$ cat config.mk
export PLATFORM = sky130hd
export DESIGN_NAME = instruction_fetch_unit
export DESIGN_NICKNAME = d
export VERILOG_FILES = /design/src/rtl/ifu_pkg.sv /design/src/rtl/instruction_fetch_unit_queue.sv /design/src/rtl/instruction_fetch_unit.sv
export SDC_FILE = /design/constraint.sdc
export NUM_CORES = 1
export LEC_CHECK = 0
export BUFFER_PORTS_ARGS = -buffer_cell sky130_fd_sc_hd__buf_2
export CORE_ASPECT_RATIO = 0.7
export CORE_MARGIN = 2
export CORE_UTILIZATION = 58
export CTS_CLUSTER_SIZE = 25
export DETAILED_ROUTE_END_ITERATION = 8
export GPL_TIMING_DRIVEN = 0
export PLACE_DENSITY = 0.81
export SETUP_SLACK_MARGIN = 0.15
export SLEW_MARGIN = 20
export SYNTH_ARGS = -nofsm -noshare
export SYNTH_HDL_FRONTEND = slang
export SYNTH_HIERARCHICAL = 1
export SYNTH_SLANG_ARGS = --single-unit
$ cat constraint.sdc
create_clock -name clk -period 4.1 [get_ports clk]
set_input_delay 0 -clock clk [delete_from_list [all_inputs] [get_ports clk]]
set_output_delay 0 -clock clk [all_outputs]
set_load 0.05 [all_outputs]
$ cat src/rtl/ifu_pkg.sv
// ifu_pkg: shared types and constants for the instruction fetch unit
package ifu_pkg;
  localparam int IFU_ADDR_W = 32;
  localparam logic [IFU_ADDR_W-1:0] PC_STEP = IFU_ADDR_W'(4);
  typedef enum logic [1:0] {IDLE, RUN, FLUSH, HALT} ifu_state_t;
  typedef struct packed {
    logic [IFU_ADDR_W-1:0] pc;
    logic [31:0]           instr;
  } ifu_entry_t;
endpackage

$ cat src/rtl/instruction_fetch_unit_queue.sv
// ifu_queue: small synchronous FIFO with flush, used for fetched instructions and PC tags
module ifu_queue #(
  parameter int Depth = 2,
  parameter int Width = 64
) (
  input  logic                         clk,
  input  logic                         rst_n,
  input  logic                         push,
  input  logic                         pop,
  input  logic                         flush,
  input  logic [Width-1:0]             din,
  output logic [Width-1:0]             dout,
  output logic [$clog2(Depth+1)-1:0]   count,
  output logic                         full,
  output logic                         empty
);
  localparam int AW = Depth > 1 ? $clog2(Depth) : 1;
  localparam int CW = $clog2(Depth + 1);
  logic [Width-1:0] mem [Depth];
  logic [AW-1:0] wr_ptr, rd_ptr;
  function automatic logic [AW-1:0] inc(input logic [AW-1:0] p);
    return (p == AW'(Depth - 1)) ? '0 : p + AW'(1);
  endfunction
  // Storage, pointers and occupancy; flush empties the FIFO and wins over pop
  always_ff @(posedge clk or negedge rst_n) begin
    if (!rst_n) begin
      for (int i = 0; i < Depth; i++) mem[i] <= '0;
      wr_ptr <= '0;
      rd_ptr <= '0;
      count  <= '0;
    end else if (flush) begin
      wr_ptr <= '0;
      rd_ptr <= '0;
      count  <= '0;
    end else begin
      if (push) mem[wr_ptr] <= din;
      wr_ptr <= push ? inc(wr_ptr) : wr_ptr;
      rd_ptr <= pop ? inc(rd_ptr) : rd_ptr;
      count  <= count + CW'(push) - CW'(pop);
    end
  end
  assign dout  = mem[rd_ptr];
  assign full  = count == CW'(Depth);
  assign empty = count == '0;
endmodule

$ cat src/rtl/instruction_fetch_unit.sv
// instruction_fetch_unit: fetch PC owner, credit-limited memory requester and decode queue; IFU_ALIGN_TRAP_EN adds align_fault and HALT
module instruction_fetch_unit
  import ifu_pkg::*;
#(
  parameter logic [IFU_ADDR_W-1:0] ResetPc    = '0,
  parameter int                    QueueDepth = 2
) (
  input  logic                  clk,
  input  logic                  rst_n,
  output logic                  mem_req,
  output logic [IFU_ADDR_W-1:0] mem_address,
  input  logic                  mem_gnt,
  input  logic                  mem_rd_valid,
  input  logic [31:0]           mem_rd_data,
  output logic                  instr_valid,
  input  logic                  instr_ready,
  output logic [31:0]           out_instruction,
  output logic [IFU_ADDR_W-1:0] out_pc,
  input  logic                  redirect_valid,
  input  logic [IFU_ADDR_W-1:0] redirect_target
`ifdef IFU_ALIGN_TRAP_EN
  ,
  output logic                  align_fault
`endif
);
  localparam int CW = $clog2(QueueDepth + 1);
  ifu_state_t state, state_nxt;
  logic [IFU_ADDR_W-1:0] fetch_pc, tag;
  logic [CW-1:0] outstanding, discard, discard_nxt, q_count, t_count;
  logic [CW:0] credit;
  logic gnt, rsp, pop, push, redir, bad_align, q_flush, q_full, q_empty, t_full, t_empty;
  ifu_entry_t q_dout;
  logic unused;
  assign gnt   = mem_req & mem_gnt;
  assign rsp   = mem_rd_valid;
  assign pop   = instr_valid & instr_ready;
  assign redir = redirect_valid & (state == RUN || state == FLUSH);
`ifdef IFU_ALIGN_TRAP_EN
  assign bad_align = redir & (redirect_target[1:0] != 2'b00);
`else
  assign bad_align = 1'b0;
`endif
  // A slot being popped this cycle is free again, which sustains one instruction per cycle
  assign credit = (CW+1)'(outstanding) + (CW+1)'(q_count) - (CW+1)'(pop);
  // On redirect every request still in flight (including one granted now) becomes stale
  assign discard_nxt = redir ? outstanding + CW'(gnt) - CW'(rsp)
                     : (rsp && discard != '0) ? discard - CW'(1) : discard;
  assign mem_address     = fetch_pc;
  assign instr_valid     = ~q_empty;
  assign out_instruction = q_dout.instr;
  assign out_pc          = q_dout.pc;
  assign unused          = ^{t_count, t_full, t_empty, q_full};
  // State register
  always_ff @(posedge clk or negedge rst_n) begin
    if (!rst_n) state <= IDLE;
    else state <= state_nxt;
  end
  // Next state: stay flushing while stale responses remain; HALT is sticky until reset
  always_comb begin
    state_nxt = (state == IDLE) ? RUN
              : (state == HALT || bad_align) ? HALT
              : (discard_nxt != '0) ? FLUSH : RUN;
  end
  // FSM outputs: request gating, queue push and queue flush
  always_comb begin
    mem_req = (state == RUN) && (credit < (CW+1)'(QueueDepth));
    push    = rsp && discard == '0 && !redir && state != HALT;
    q_flush = redir || state == HALT;
  end
  // Fetch PC, outstanding-request count and stale-response count
  always_ff @(posedge clk or negedge rst_n) begin
    if (!rst_n) begin
      fetch_pc    <= ResetPc;
      outstanding <= '0;
      discard     <= '0;
    end else begin
      fetch_pc    <= redir ? redirect_target & ~IFU_ADDR_W'(3) : gnt ? fetch_pc + PC_STEP : fetch_pc;
      outstanding <= outstanding + CW'(gnt) - CW'(rsp);
      discard     <= discard_nxt;
    end
  end
`ifdef IFU_ALIGN_TRAP_EN
  // Sticky misaligned-redirect flag
  always_ff @(posedge clk or negedge rst_n) begin
    if (!rst_n) align_fault <= 1'b0;
    else align_fault <= align_fault | bad_align;
  end
`endif
  ifu_queue #(.Depth(QueueDepth), .Width($bits(ifu_entry_t))) u_iq (
    .clk(clk), .rst_n(rst_n), .push(push), .pop(pop), .flush(q_flush),
    .din({tag, mem_rd_data}), .dout(q_dout), .count(q_count), .full(q_full), .empty(q_empty)
  );
  ifu_queue #(.Depth(QueueDepth), .Width(IFU_ADDR_W)) u_tag (
    .clk(clk), .rst_n(rst_n), .push(gnt), .pop(rsp), .flush(1'b0),
    .din(fetch_pc), .dout(tag), .count(t_count), .full(t_full), .empty(t_empty)
  );
endmodule

==> metrics.txt, run 1 <==
total die area=20400 sq um; area grow syn2layout=23.5%; Die Y=120 um; Crit Path Category=flip-flop to flip-flop; Clock Root Buffer=clkbuf_16; final non-filler cell total=1306; postcts setup bufs=0; RSZ-0062 raised after global routing=false; Num CTS Buffers=22; Final ANT Viol Nets=0; per-cell routed wire length=19.8 um; Clock Skew=0.00988 ns; drt first pass iters=5; total global-route track usage=25.7%; Peak VDD IR=0.532 mV; H-Tree Depth=1; Post-Place Cell Area=12400 sq um; drt total wl=25800 um; gr ovfl total=0; Min-Delay Path Class=input pin to asynchronous set/reset pin; clk sinks=234; P_sw=3.27 mW; Leak=7.09 nW; Ports=168; sw frac=39.7%; final core occ=72.9%; Yosys warnings=6; setup TNS=0 ns; Mapped Cells=785; Worst EP arrival=4.15 ns; Filler cells=1227; reg2reg end=state[0]; DRT met1 WL=12000 um; CP max stage delay=0.41 ns; status=completed; worst-skew pair later-pin latency=0.51 ns; Design Area, Final=13800 sq um; CP Launch Type=flip-flop; FF+latch area=5860 sq um; final period utilization=91.9%; Crit. End Element=flip-flop; Final nets=1132; CP max-delay cell=fa_1; max cap viols=0; fmax=265 MHz; vias=7265; first-pass GRT wire length=40800 um; reg2reg start=u_iq/count[0]; cells on worst reg2reg path=15; number of global-route vias before repair=7672; WL met2=12000 um; # DRC=0; largest net degree at the start of global routing=101; Slew Viols, Final=0; Initial Util=59.1%; CP max FO=6; Fin. Hold Viols=0; Core Area=18900 sq um; met3 wire length=1430 um; top routing layer used=met4; final setup vio count=0; Relative slew margins=62.0%; Critical Path RT=4.49 ns; Clock power frac=25.0%; DPL Wire Length=17200 um; # rows=42; Multi-input gate area=4860 sq um; Clock transition at path regs=0.07 ns; Mapped Area=11100 sq um; routability congestion estimate=0.863; initial antenna violation count=0; Power Internal=4.97 mW; Die Width=170 um; sequential share of power=39.6%; share of layout cells above drive strength 1=49.6%; Final min period=3.77 ns; via density per instance=5.56; Placed Instances=1201; CP cell instances=nor2_1, nor2b_2, ha_1, nand2b_1, fa_1, xor2_2, nand4_1, ha_1, inv_1, ha_1, xnor2_1, xnor2_1, o21a_1, nor2_1, or3_1; Max clock buf depth=3; reg-to-reg setup timing slack=0.33 ns; final hold slack=0.00363 ns; most used cell, CP=ha_1; Initial DRC Count=514; Comb pwr share=35.5%; Port Buffers=163; PwrDens=599 nW/um^2; n_diodes=0; synthesized area per cell=14.2 sq um; Worst Tran Pin Value=0.570 ns; CTS tree=yes
[flip-flops by register name (all words and copies together) (netlist names)]
register and cells:
discard 2, mem_address 30, outstanding 2, state 2, u_iq/count 2, u_iq/mem 128
u_iq/rd_ptr 1, u_iq/wr_ptr 1, u_tag/mem 64, u_tag/rd_ptr 1, u_tag/wr_ptr 1
[worst max path at each step]
stage / startpoint / end / slack [ns]
3_5_place_dp: u_iq/count[0] / state[0] / 0.32
6_report: u_iq/count[0] / state[0] / 0.33
3_3_place_gp: rst_n / u_iq/mem[83] / -1.11
2_1_floorplan: u_iq/count[0] / state[0] / 0.85
5_1_grt: u_iq/count[0] / state[0] / 0.15
4_1_cts: u_iq/count[0] / state[0] / 0.29
[final cells by class]
type                       instances  share of cell area [%]
sequential                       234                    42.6
timing repair buffer             232                    11.3
inverter                          17                   0.464
clock buffer                      33                    4.89
multi-input combinational        501                    35.3
buffer                            42                    2.90
tap                              242                    2.20
clock inverter                     5                   0.364
[power groups by stage]
stage / registers [mW] / logic [mW] / clock network, mW
6_report: 3.26 / 2.92 / 2.06
5_1_grt: 3.32 / 3.11 / 2.18
4_1_cts: 3.25 / 2.91 / 2.09
3_5_place_dp: 3.29 / 2.83 / 0
3_3_place_gp: 3.26 / 2.78 / 0
2_1_floorplan: 3.60 / 1.72 / 0
[placed cells by master, fill, tap and decap left out, types with 15 or more instances in the layout]
cell type	count
nor2_1	19
mux2_4	60
nand4_1	15
buf_2	172
o21ai_0	26
mux2_2	222
nand2_1	37
dlygate4sd3_1	67
inv_1	17
clkbuf_16	23
xnor2_1	17
dfrtp_1	234
[metal layers]
layer,up-vias,global-route usage [%]
met5,-,0
met4,0,5.13
met3,48,4.65
met2,233,41.0
met1,3677,37.2
li1,3307,-
[through the flow]
step / total power [mW] / worst slack (ns)
after detailed placement: 6.12 / 0.316
final: 8.24 / 0.331
after global placement: 6.04 / -1.11
after floorplan: 5.32 / 0.853
after global routing: 8.61 / 0.146
after CTS: 8.26 / 0.293
[timing repair]
action / in CTS / in global routing
hold buffers: 67 / 0
hold endpoints to repair: 333 / 0
setup endpoints to repair: 0 / 1
gates resized for setup: 0 / 1
[worst max-delay path: cells and delay by family (launching register included)]
kind / cells / cell delay (ns)
flip-flops: 1 / 0.40
XOR/XNOR: 3 / 0.65
adder cells (fa/ha/maj): 4 / 1.23
buffers and inverters: 1 / 0.04
AND/OR/NAND/NOR: 6 / 1.14
AO/OA/AOI/OAI: 1 / 0.20
Note: power is estimated with default switching activity, not from simulation.
==> inputs of run 2 (changes only) <==
--- a/config.mk
+++ b/config.mk
@@ -6,13 +6,15 @@
 export NUM_CORES = 1
 export LEC_CHECK = 0
 export BUFFER_PORTS_ARGS = -buffer_cell sky130_fd_sc_hd__buf_2
+export CELL_PAD_IN_SITES_DETAIL_PLACEMENT = 0
+export CELL_PAD_IN_SITES_GLOBAL_PLACEMENT = 1
 export CORE_ASPECT_RATIO = 0.7
 export CORE_MARGIN = 2
-export CORE_UTILIZATION = 58
+export CORE_UTILIZATION = 47
 export CTS_CLUSTER_SIZE = 25
 export DETAILED_ROUTE_END_ITERATION = 8
 export GPL_TIMING_DRIVEN = 0
-export PLACE_DENSITY = 0.81
+export PLACE_DENSITY_LB_ADDON = 0.1
 export SETUP_SLACK_MARGIN = 0.15
 export SLEW_MARGIN = 20
 export SYNTH_ARGS = -nofsm -noshare
==> run 2 against run 1 <==
Net effect: the run now ends with negative hold slack left; via count decreased by 3.3%; non-clock buffer count decreased by 1; clock power up 9%; critical path type unchanged; sequential share of layout area decreased by 0.55 points.
==> metrics.txt, run 2 (synthesized netlist as in run 1, its figures left out) <==
status=finished, violations left; failing checks=negative hold slack; PwrDens=602 nW/um^2 (+0.49%); commonest non-fill, non-tap cell in the layout=dfrtp_1; RSZ-0062 raised after global routing=false; Clock Root Buffer=clkbuf_16; total global-route track usage=21.0% (-4.6 points); Initial Util=47.5% (-12 points); setup TNS=0 ns (unchanged); Final ANT Viol Nets=0 (unchanged); CP max-delay cell=fa_1; # DRC=0 (unchanged); most frequent cells in the layout=dfrtp_1, mux2_2, buf_2, dlygate4sd3_1, mux2_4; Clock Skew=0.0116 ns (+0.00167 ns); Pwr Total=8.39 mW (+1.8%); CP max stage delay=0.42 ns (about the same); Hold Crit Depth=4; Relative slew margins=58.0% (-4.0 points); Die Width=188 um (+11%); Crit. End Element=flip-flop; via density per instance=5.06 (-9.1%); Worst Tran Pin Value=0.630 ns (+0.0596 ns); Slew Viols, Final=0 (unchanged); CP top delay family=adder cells; Fin. Hold Viols=1 (+1); worst path bufs/invs=1 (unchanged); Worst path depth=15 (unchanged); Leak=7.14 nW (+0.64%); Peak VDD IR=0.464 mV (-13%); per-cell routed wire length=18.5 um (-6.7%); share of layout cells above drive strength 1=50.0% (+0.38 points); Crit Path Category=flip-flop to flip-flop; H-Tree Depth=1 (unchanged); Clock power frac=26.8% (+1.8 points); sequential share of power=38.9% (-0.7 points); gr ovfl total=0 (unchanged); Max clock buf depth=3 (unchanged); CTS tree=yes; vias=7022 (-3.3%); drt total wl=25600 um (-0.85%); DPL Wire Length=17900 um (+4.2%); Port Buffers=163 (unchanged); total die area=25000 sq um (+23%); most used cell, CP=ha_1; CP Launch Type=flip-flop; # rows=47 (+12%); drt first pass iters=4 (-1); Die Y=133 um (+11%); Filler cells=1962 (+60%); number of global-route vias before repair=7237 (-5.7%); max cap viols=0 (unchanged); final period utilization=87.4% (-4.5 points); fmax=279 MHz (+5.2%); sw frac=39.1% (-0.59 points); P_sw=3.28 mW (+0.29%); n_diodes=0 (unchanged); Clock transition at path regs=0.07 ns (about the same); Final min period=3.58 ns (-0.186 ns); final hold slack=-0.00974 ns (-0.0134 ns); routability congestion estimate=0.848 (-1.8%); Final nets=1134 (+0.18%); area grow syn2layout=25.1%; first-pass GRT wire length=41500 um (+1.7%); Num CTS Buffers=25 (+14%); Power Internal=5.11 mW (+2.8%); Critical Path RT=4.49 ns (about the same); clk sinks=234 (unchanged); CP max FO=6 (unchanged); Worst EP arrival=3.97 ns (-0.18 ns); cells on worst reg2reg path=15 (unchanged); final setup vio count=0 (unchanged); Ports=168 (unchanged); initial antenna violation count=0 (unchanged); Top reg by flops=u_iq/mem; Min-Delay Path Class=input pin to flip-flop; largest net degree at the start of global routing=96 (-5.0%); Core Area=23500 sq um (+24%); Comb pwr share=34.4% (-1.1 points); Initial DRC Count=276 (-46%); max reg flops=128 (unchanged); worst-skew pair later-pin latency=0.51 ns (about the same); CP cell instances=nor2_2, nor2b_2, ha_1, nand2b_1, fa_1, xor2_2, nand4_1, ha_1, inv_1, ha_1, xnor2_1, xnor2_1, o21a_1, nor2_1, or3_1
-- run 2: what timing repair did --
| action | in CTS | in global routing |
|---|---|---|
| endpoints found under the hold margin | 170 | 0 |
| setup endpoints to repair | 0 | 32 |
| resized for setup | 0 | 2 |
| hold buffers | 65 | 0 |
| setup buffers | 0 | 1 |
-- run 2: final timing paths --
check	start	end	slack [ns]
worst max-delay path	u_iq/count[1]	state[0]	0.52
worst min-delay path	instr_ready	u_iq/rd_ptr	-0.01
worst max register to register	u_iq/count[1]	state[0]	0.52
worst min register to register	u_iq/mem[103]	u_iq/mem[103]	0.48
max in group asynchronous	rst_n	u_iq/mem[79]	2.85
min in group asynchronous	rst_n	mem_address[20]	0.06
-- run 2: final cells by class --
cell class | count | area (sq um) | share of cell area, %
plain buffers | 42 | 399 | 2.86
repair buffers | 231 | 1540 | 11.0
inverters | 17 | 63.8 | 0.458
clock buffers | 36 | 717 | 5.14
flip-flops and latches | 234 | 5860 | 42.0
well taps | 318 | 398 | 2.85
clock inverters | 9 | 101 | 0.727
multi-input cells | 501 | 4860 | 34.9
-- run 2: worst register-to-register path, cell delays in order, from the launching register on --
cell and delay, ns:
dfrtp_1 0.40, nor2_2 0.08, nor2b_2 0.23, ha_1 0.27, nand2b_1 0.16, fa_1 0.42
xor2_2 0.29, nand4_1 0.19, ha_1 0.31, inv_1 0.04, ha_1 0.17, xnor2_1 0.13
xnor2_1 0.21, o21a_1 0.19, nor2_1 0.06, or3_1 0.32
-- run 2: power groups by stage --
stage	clock [mW]	combinational, mW	sequential, mW
after floorplan	0	1.72	3.60
after global placement	0	2.82	3.29
after detailed placement	0	2.85	3.30
after CTS	2.32	2.90	3.26
after global routing	2.41	3.09	3.34
final	2.25	2.88	3.26
-- run 2: per-stage QoR --
stage	utilization, %	instances	setup slack, ns	instance area, sq um
final	59.4	1388	0.518	13900
after global routing	59.4	1388	0.247	13900
after CTS	59.3	1387	0.183	13900
after detailed placement	53.1	1277	0.206	12500
after global placement	52.8	1275	-1.29	12400
after floorplan	-	794	0.853	11200
-- run 2: metal layers --
metal  global-route usage (%)  vias up  part of all wire, %
li1                         -     3312                    -
met2                     31.8      151                   44
met1                     32.6     3528                   50
met3                     2.89       31                  4.3
met5                        0        -                    0
met4                     3.76        0                  1.4
